`config.mk`:
```
export PLATFORM = sky130hd
export DESIGN_NAME = pc_fetch_unit_flat
export DESIGN_NICKNAME = d
export VERILOG_FILES = /design/src/rtl/aardvark_pkg.sv /design/src/rtl/pc_fetch_unit_if.sv /design/src/rtl/pc_next_calc.sv /design/src/rtl/pc_fetch_unit.sv /design/src/flat_wrapper.sv
export SDC_FILE = /design/constraint.sdc
export NUM_CORES = 1
export LEC_CHECK = 0
export ABC_CLOCK_PERIOD_IN_PS = 3600
export CAP_MARGIN = 20
export CORE_MARGIN = 2
export CORE_UTILIZATION = 42
export CTS_CLUSTER_DIAMETER = 80
export DETAILED_ROUTE_END_ITERATION = 12
export PLACE_DENSITY_LB_ADDON = 0.3
export SLEW_MARGIN = 20
export SYNTH_ARGS = -nofsm -noshare
export SYNTH_HDL_FRONTEND = slang
export SYNTH_HIERARCHICAL = 1
export SYNTH_SLANG_ARGS = --single-unit
```
`constraint.sdc`:
```
create_clock -name clk -period 3.6 [get_ports clk]
set_input_delay 0.9 -clock clk [delete_from_list [all_inputs] [get_ports clk]]
set_output_delay 0.9 -clock clk [all_outputs]
set_load 0.02 [all_outputs]
```
`src/rtl/aardvark_pkg.sv`:
```
// Shared types and constants for the 8-bit core front end.
package aardvark_pkg;

  localparam int unsigned PC_W    = 8;
  localparam int unsigned IMM_LSB = 0;
  localparam int unsigned IMM_W   = 5;

  localparam logic [PC_W-1:0] RESET_PC_DEFAULT = 8'h00;

  typedef enum logic [2:0] {
    StIdle,
    StFetch,
    StDecode,
    StExecute,
    StHalt
  } fetch_state_e;

endpackage

```
`src/rtl/pc_fetch_unit_if.sv`:
```
// Instruction-memory req/ack handshake between the fetch unit and memory.
interface pc_fetch_unit_if;
  import aardvark_pkg::*;

  logic            imem_req;
  logic [PC_W-1:0] imem_addr;
  logic            imem_ack;
  logic [PC_W-1:0] imem_data;

  modport master (
    output imem_req,
    output imem_addr,
    input  imem_ack,
    input  imem_data
  );

  modport slave (
    input  imem_req,
    input  imem_addr,
    output imem_ack,
    output imem_data
  );

endinterface

```
`src/rtl/pc_next_calc.sv`:
```
// Combinational next-PC select: jump > branch (pc+1+offset) > sequential, all mod 256.
module pc_next_calc
  import aardvark_pkg::*;
(
  input  logic [PC_W-1:0] pc,
  input  logic [PC_W-1:0] sext_imm,
  input  logic [PC_W-1:0] jump_target,
  input  logic            jump,
  input  logic            branch_taken,
  output logic [PC_W-1:0] next_pc
);

  logic [PC_W-1:0] w_pc_plus1;

  assign w_pc_plus1 = pc + 8'd1;

  always_comb begin
    next_pc = w_pc_plus1;
    if (jump) begin
      next_pc = jump_target;
    end else if (branch_taken) begin
      next_pc = w_pc_plus1 + sext_imm;
    end
  end

endmodule

```
`src/rtl/pc_fetch_unit.sv`:
```
// PC and fetch sequencer: IDLE -> FETCH -> DECODE -> EXECUTE, with a sticky HALT.
// Optional link register enabled by defining PC_LINK_EN.
module pc_fetch_unit
  import aardvark_pkg::*;
#(
  parameter logic [PC_W-1:0] RESET_PC = RESET_PC_DEFAULT
) (
  input  logic                clk,
  input  logic                rst_n,
  pc_fetch_unit_if.master     imem,
  output logic [PC_W-1:0]     ir,
  output logic                ir_valid,
  output logic [IMM_W-1:0]    imm5,
  input  logic [PC_W-1:0]     sext_imm,
  input  logic                ex_done,
  input  logic                branch_taken,
  input  logic                jump,
  input  logic [PC_W-1:0]     jump_target,
  input  logic                halt,
  input  logic                link,
  output logic [PC_W-1:0]     lr,
  output logic [PC_W-1:0]     pc,
  output logic                halted
);

  fetch_state_e    r_state;
  fetch_state_e    w_state_d;
  logic [PC_W-1:0] r_pc;
  logic [PC_W-1:0] r_ir;
  logic [PC_W-1:0] w_next_pc;
  logic            w_pc_en;
  logic            w_ir_en;

  pc_next_calc u_pc_next_calc (
    .pc           (r_pc),
    .sext_imm     (sext_imm),
    .jump_target  (jump_target),
    .jump         (jump),
    .branch_taken (branch_taken),
    .next_pc      (w_next_pc)
  );

  always_comb begin
    w_state_d = r_state;
    w_pc_en   = 1'b0;
    w_ir_en   = 1'b0;
    unique case (r_state)
      StIdle:   w_state_d = StFetch;
      StFetch: begin
        if (imem.imem_ack) begin
          w_ir_en   = 1'b1;
          w_state_d = StDecode;
        end
      end
      StDecode: w_state_d = StExecute;
      StExecute: begin
        // Control inputs are only meaningful once execute has resolved.
        if (ex_done) begin
          if (halt) begin
            w_state_d = StHalt;
          end else begin
            w_pc_en   = 1'b1;
            w_state_d = StFetch;
          end
        end
      end
      StHalt:   w_state_d = StHalt;
      default:  w_state_d = StIdle;
    endcase
  end

  always_ff @(posedge clk) begin
    if (!rst_n) begin
      r_state <= StIdle;
      r_pc    <= RESET_PC;
      r_ir    <= '0;
    end else begin
      r_state <= w_state_d;
      if (w_pc_en) r_pc <= w_next_pc;
      if (w_ir_en) r_ir <= imem.imem_data;
    end
  end

`ifdef PC_LINK_EN
  logic [PC_W-1:0] r_lr;
  logic            w_lr_en;

  assign w_lr_en = (r_state == StExecute) && ex_done && jump && link && !halt;

  always_ff @(posedge clk) begin
    if (!rst_n) begin
      r_lr <= '0;
    end else if (w_lr_en) begin
      r_lr <= r_pc + 8'd1;
    end
  end

  assign lr = r_lr;
`else
  logic w_unused_link;
  assign w_unused_link = link;
  assign lr            = '0;
`endif

  assign imem.imem_req  = (r_state == StFetch);
  assign imem.imem_addr = r_pc;
  assign ir             = r_ir;
  assign ir_valid       = (r_state == StDecode);
  assign imm5           = r_ir[IMM_LSB +: IMM_W];
  assign pc             = r_pc;
  assign halted         = (r_state == StHalt);

endmodule

```
`src/flat_wrapper.sv`:
```
// flat-port wrapper written by rule: the top's interface ports become plain ports
module pc_fetch_unit_flat import aardvark_pkg::*;
#(
  parameter logic [PC_W-1:0] RESET_PC = RESET_PC_DEFAULT
)
  (clk, rst_n, ir, ir_valid, imm5, sext_imm, ex_done, branch_taken, jump, jump_target, halt, link, lr, pc, halted, imem_imem_req, imem_imem_addr, imem_imem_ack, imem_imem_data);
  pc_fetch_unit_if imem_i ();
  input  logic clk;
  input  logic rst_n;
  output logic [PC_W-1:0] ir;
  output logic ir_valid;
  output logic [IMM_W-1:0] imm5;
  input  logic [PC_W-1:0] sext_imm;
  input  logic ex_done;
  input  logic branch_taken;
  input  logic jump;
  input  logic [PC_W-1:0] jump_target;
  input  logic halt;
  input  logic link;
  output logic [PC_W-1:0] lr;
  output logic [PC_W-1:0] pc;
  output logic halted;
  output wire logic [$bits(imem_i.imem_req)-1:0] imem_imem_req;
  output wire logic [$bits(imem_i.imem_addr)-1:0] imem_imem_addr;
  input wire logic [$bits(imem_i.imem_ack)-1:0] imem_imem_ack;
  input wire logic [$bits(imem_i.imem_data)-1:0] imem_imem_data;
  assign imem_imem_req = imem_i.imem_req;
  assign imem_imem_addr = imem_i.imem_addr;
  assign imem_i.imem_ack = imem_imem_ack;
  assign imem_i.imem_data = imem_imem_data;
  pc_fetch_unit #(.RESET_PC(RESET_PC)) u_core (.clk(clk), .rst_n(rst_n), .imem(imem_i), .ir(ir), .ir_valid(ir_valid), .imm5(imm5), .sext_imm(sext_imm), .ex_done(ex_done), .branch_taken(branch_taken), .jump(jump), .jump_target(jump_target), .halt(halt), .link(link), .lr(lr), .pc(pc), .halted(halted));
endmodule
```
==> impl_metrics.py <==
metrics = {
    "synthesis": {
        "yosysSeqAreaShare": 0.243,
        "dominantRegCellSynth": "dfxtp_1",
        "synth.top_cell.area_share": 0.243,
        "yosysTopAreaCell": "dfxtp_1",
        "synth_edf_count": 0,
        "async_flop_share": 0,
        "synth_cells": 189,
        "syn_area_um2": 1560,
        "ys_warn_count": 6,
        "ys_seq_elements": 19,
        "synthDistinctLibCells": 47,
        "avgSynthCellArea_um2": 8.28,
        "ys_top_cells_by_area": "dfxtp_1 24%, mux2i_1 12%, buf_4 11%, ha_1 7.2%, nand2_1 6.2%",
    },
    "pwr": {
        "power_density_nw_per_um2": 243,
        "p_total_uw": 523,
        "peakVddDrop_uv": 191,
        "leakagePower_nw": 0.820,
    },
    "timing": {
        "hold_viol_final": 0,
        "post-route-min-period_ps": 2940,
        "post-route-period-util": 0.816,
        "relSlewSlack": 0.484,
        "max_freq_mhz": 341,
        "skew_ps": 2.81,
        "layout_setup_ws_ps": 663,
        "finalSetupViolations": 0,
        "worst_slew_pin_slew_ps": 771,
        "setup_tns_ps": 0,
        "rsz0062_at_grt": "false",
        "hold_ws_ps": 513,
        "slew_violations": 0,
    },
    "setup_path": {
        "endpoint_kind": "flip-flop",
        "crit_required_ps": 3720,
        "crit_path_max_fanout": 4,
        "reg2reg_depth": 11,
        "crit_start": "sext_imm[3]",
        "crit_type": "in -> reg",
        "reg2reg_to": "u_core/imem.imem_addr[7]$_SDFFE_PN0P_",
        "arrival_ps": 3060,
        "endpoint": "u_core/imem.imem_addr[7]$_SDFFE_PN0P_",
        "r2r_setup_slack_ps": 740,
        "r2r-start": "u_core/imem.imem_addr[0]$_SDFFE_PN0P_",
        "cp-start-kind": "input port",
    },
    "floorplan": {
        "die_w_um": 65.0,
        "rows": 22,
        "die_area_um2": 4230,
        "initial_utilization": 0.430,
        "ios": 72,
        "core_um2": 3630,
        "die_h_um": 65.0,
    },
    "cells_and_area": {
        "layout.cells.non_filler": 285,
        "area_growth_pct": 37.7,
        "drive_gt1_frac": 0.0675,
        "fillCellCount": 333,
        "fin_nets": 280,
        "seq_area_um2": 380,
        "antenna_cells": 0,
        "multiInputGateArea_um2": 1020,
    },
    "drt": {
        "via_per_inst": 4.94,
        "vias": 1407,
        "drc": 0,
        "firstDrtPassIters": 4,
        "drtIter0Drc": 66,
        "wire_per_inst_um": 11.7,
        "ant_nets": 0,
        "drt_wl_total_mm": 3.34,
    },
    "place": {
        "pre_cts_slack_ps": 420,
        "post-place-cells": 281,
        "place_congestion": 0.789,
        "hpwl_mm": 2.66,
        "portBuffers": 62,
    },
    "clock_network": {
        "cts_max_level": 1,
        "clock_path_buffers": 2,
        "cts_buffers": 3,
        "postCtsHoldBufs": 0,
        "clkSinkCount": 19,
        "clk_latency_ps": 250,
        "clk_pin_slew_worst_paths_ps": 70,
        "cts_setup_buffers": 0,
        "cts_tree": "done",
        "ctsResizeCount": 0,
        "root_buffer": "clkbuf_8",
    },
    "global_routing": {
        "grt_pass1_vias": 1281,
        "grt_overflow": 0,
        "antenna_found_initial": 0,
        "grt_pass1_wl_mm": 5.73,
        "grt_max_degree": 27,
        "grt_use_total": 0.170,
    },
    "job": {
        "drv_cap": 0,
    },
    "run_status": {
        "status": "completed",
    },
    "worst_hold_path": {
        "hold_path_class": "reg -> reg",
    },
}
cell usage after synthesis (all sizes together) (3+ instances only):
library cell  count
nand4             3
a21oi             8
nand2b            5
buf              22
nand2            26
clkbuf            5
xnor2             5
ha                9
dfxtp            19
nand3             7
o21ai             9
inv               3
nor2b            10
nor2              7
mux2i            18
routing by layer:
metal	wire [µm]	vias up	track usage
li1	-	728	-
met1	1520	637	0.214
met2	1620	40	0.298
met3	195	2	0.0399
met4	8	0	0.0313
met5	0	-	0
through the flow:
stage	area, µm²	util
6_report	2150	0.593
4_1_cts	2150	0.593
5_1_grt	2150	0.593
3_3_place_gp	2110	0.580
3_5_place_dp	2110	0.580
2_1_floorplan	1590	-
state kept, by name, indices dropped and copies added (netlist names):
name                   flops
u_core/imem.imem_addr      8
u_core/ir                  8
u_core/r_state             3
cells by family after synthesis:
family	count (synthesis)	share of synthesized area
buf+inv	31	0.127
compound gates	32	0.141
flops	19	0.243
fa+ha+maj	10	0.0848
simple gates	70	0.240
xor+xnor	7	0.0392
other cells	1	0.00240
mux	19	0.122
worst min-delay path by stage:
stage                                            endpoint                                   from  depth (start not counted)  slack [ps]
floorplan                  u_core/r_state[0]$_SDFFE_PN0P_         u_core/r_state[0]$_SDFFE_PN0P_                          1         490
global placement    u_core/imem.imem_addr[7]$_SDFFE_PN0P_  u_core/imem.imem_addr[7]$_SDFFE_PN0P_                          2         490
detailed placement  u_core/imem.imem_addr[7]$_SDFFE_PN0P_  u_core/imem.imem_addr[7]$_SDFFE_PN0P_                          2         510
CTS                 u_core/imem.imem_addr[7]$_SDFFE_PN0P_  u_core/imem.imem_addr[7]$_SDFFE_PN0P_                          2         510
global route        u_core/imem.imem_addr[7]$_SDFFE_PN0P_  u_core/imem.imem_addr[7]$_SDFFE_PN0P_                          2         540
finish              u_core/imem.imem_addr[7]$_SDFFE_PN0P_  u_core/imem.imem_addr[7]$_SDFFE_PN0P_                          2         510
area by class of cell:
cell class                 instances  share of cell area
clock buffer                       4              0.0209
inverter                           4             0.00697
multi-input combinational        146               0.472
sequential                        19               0.177
tap                               48              0.0279
timing repair buffer              64               0.295
critical path: stages:
cell	delay (ps)
clkdlybuf4s50_1	400
ha_1	340
and2_4	190
a221oi_2	370
nand4_1	200
a2111oi_2	380
nor3_1	110
nand2_1	70
mux2i_1	90
power breakdown:
group | switching [mW] | internal, mW | leakage, nW
sequential | 0.00756 | 0.217 | 0.154
clock | 0.0674 | 0.0787 | 0.0228
combinational | 0.0708 | 0.0809 | 0.643
total | 0.146 | 0.377 | 0.820
cells in the final DEF, fill, tap and decap left out, drive strengths merged, types with 3 or more instances in the layout:
cell type | Yosys | final
clkdlybuf4s50 | 0 | 62
clkbuf | 5 | 4
nand2 | 26 | 26
nand2b | 5 | 5
ha | 9 | 9
nor2 | 7 | 7
nor2b | 10 | 10
o21ai | 9 | 9
a21oi | 8 | 8
inv | 3 | 3
xnor2 | 5 | 5
mux2i | 18 | 18
conb | 1 | 8
nand3 | 7 | 7
dfxtp | 19 | 19
nand4 | 3 | 3
Note: power is estimated with default switching activity, not from simulation.
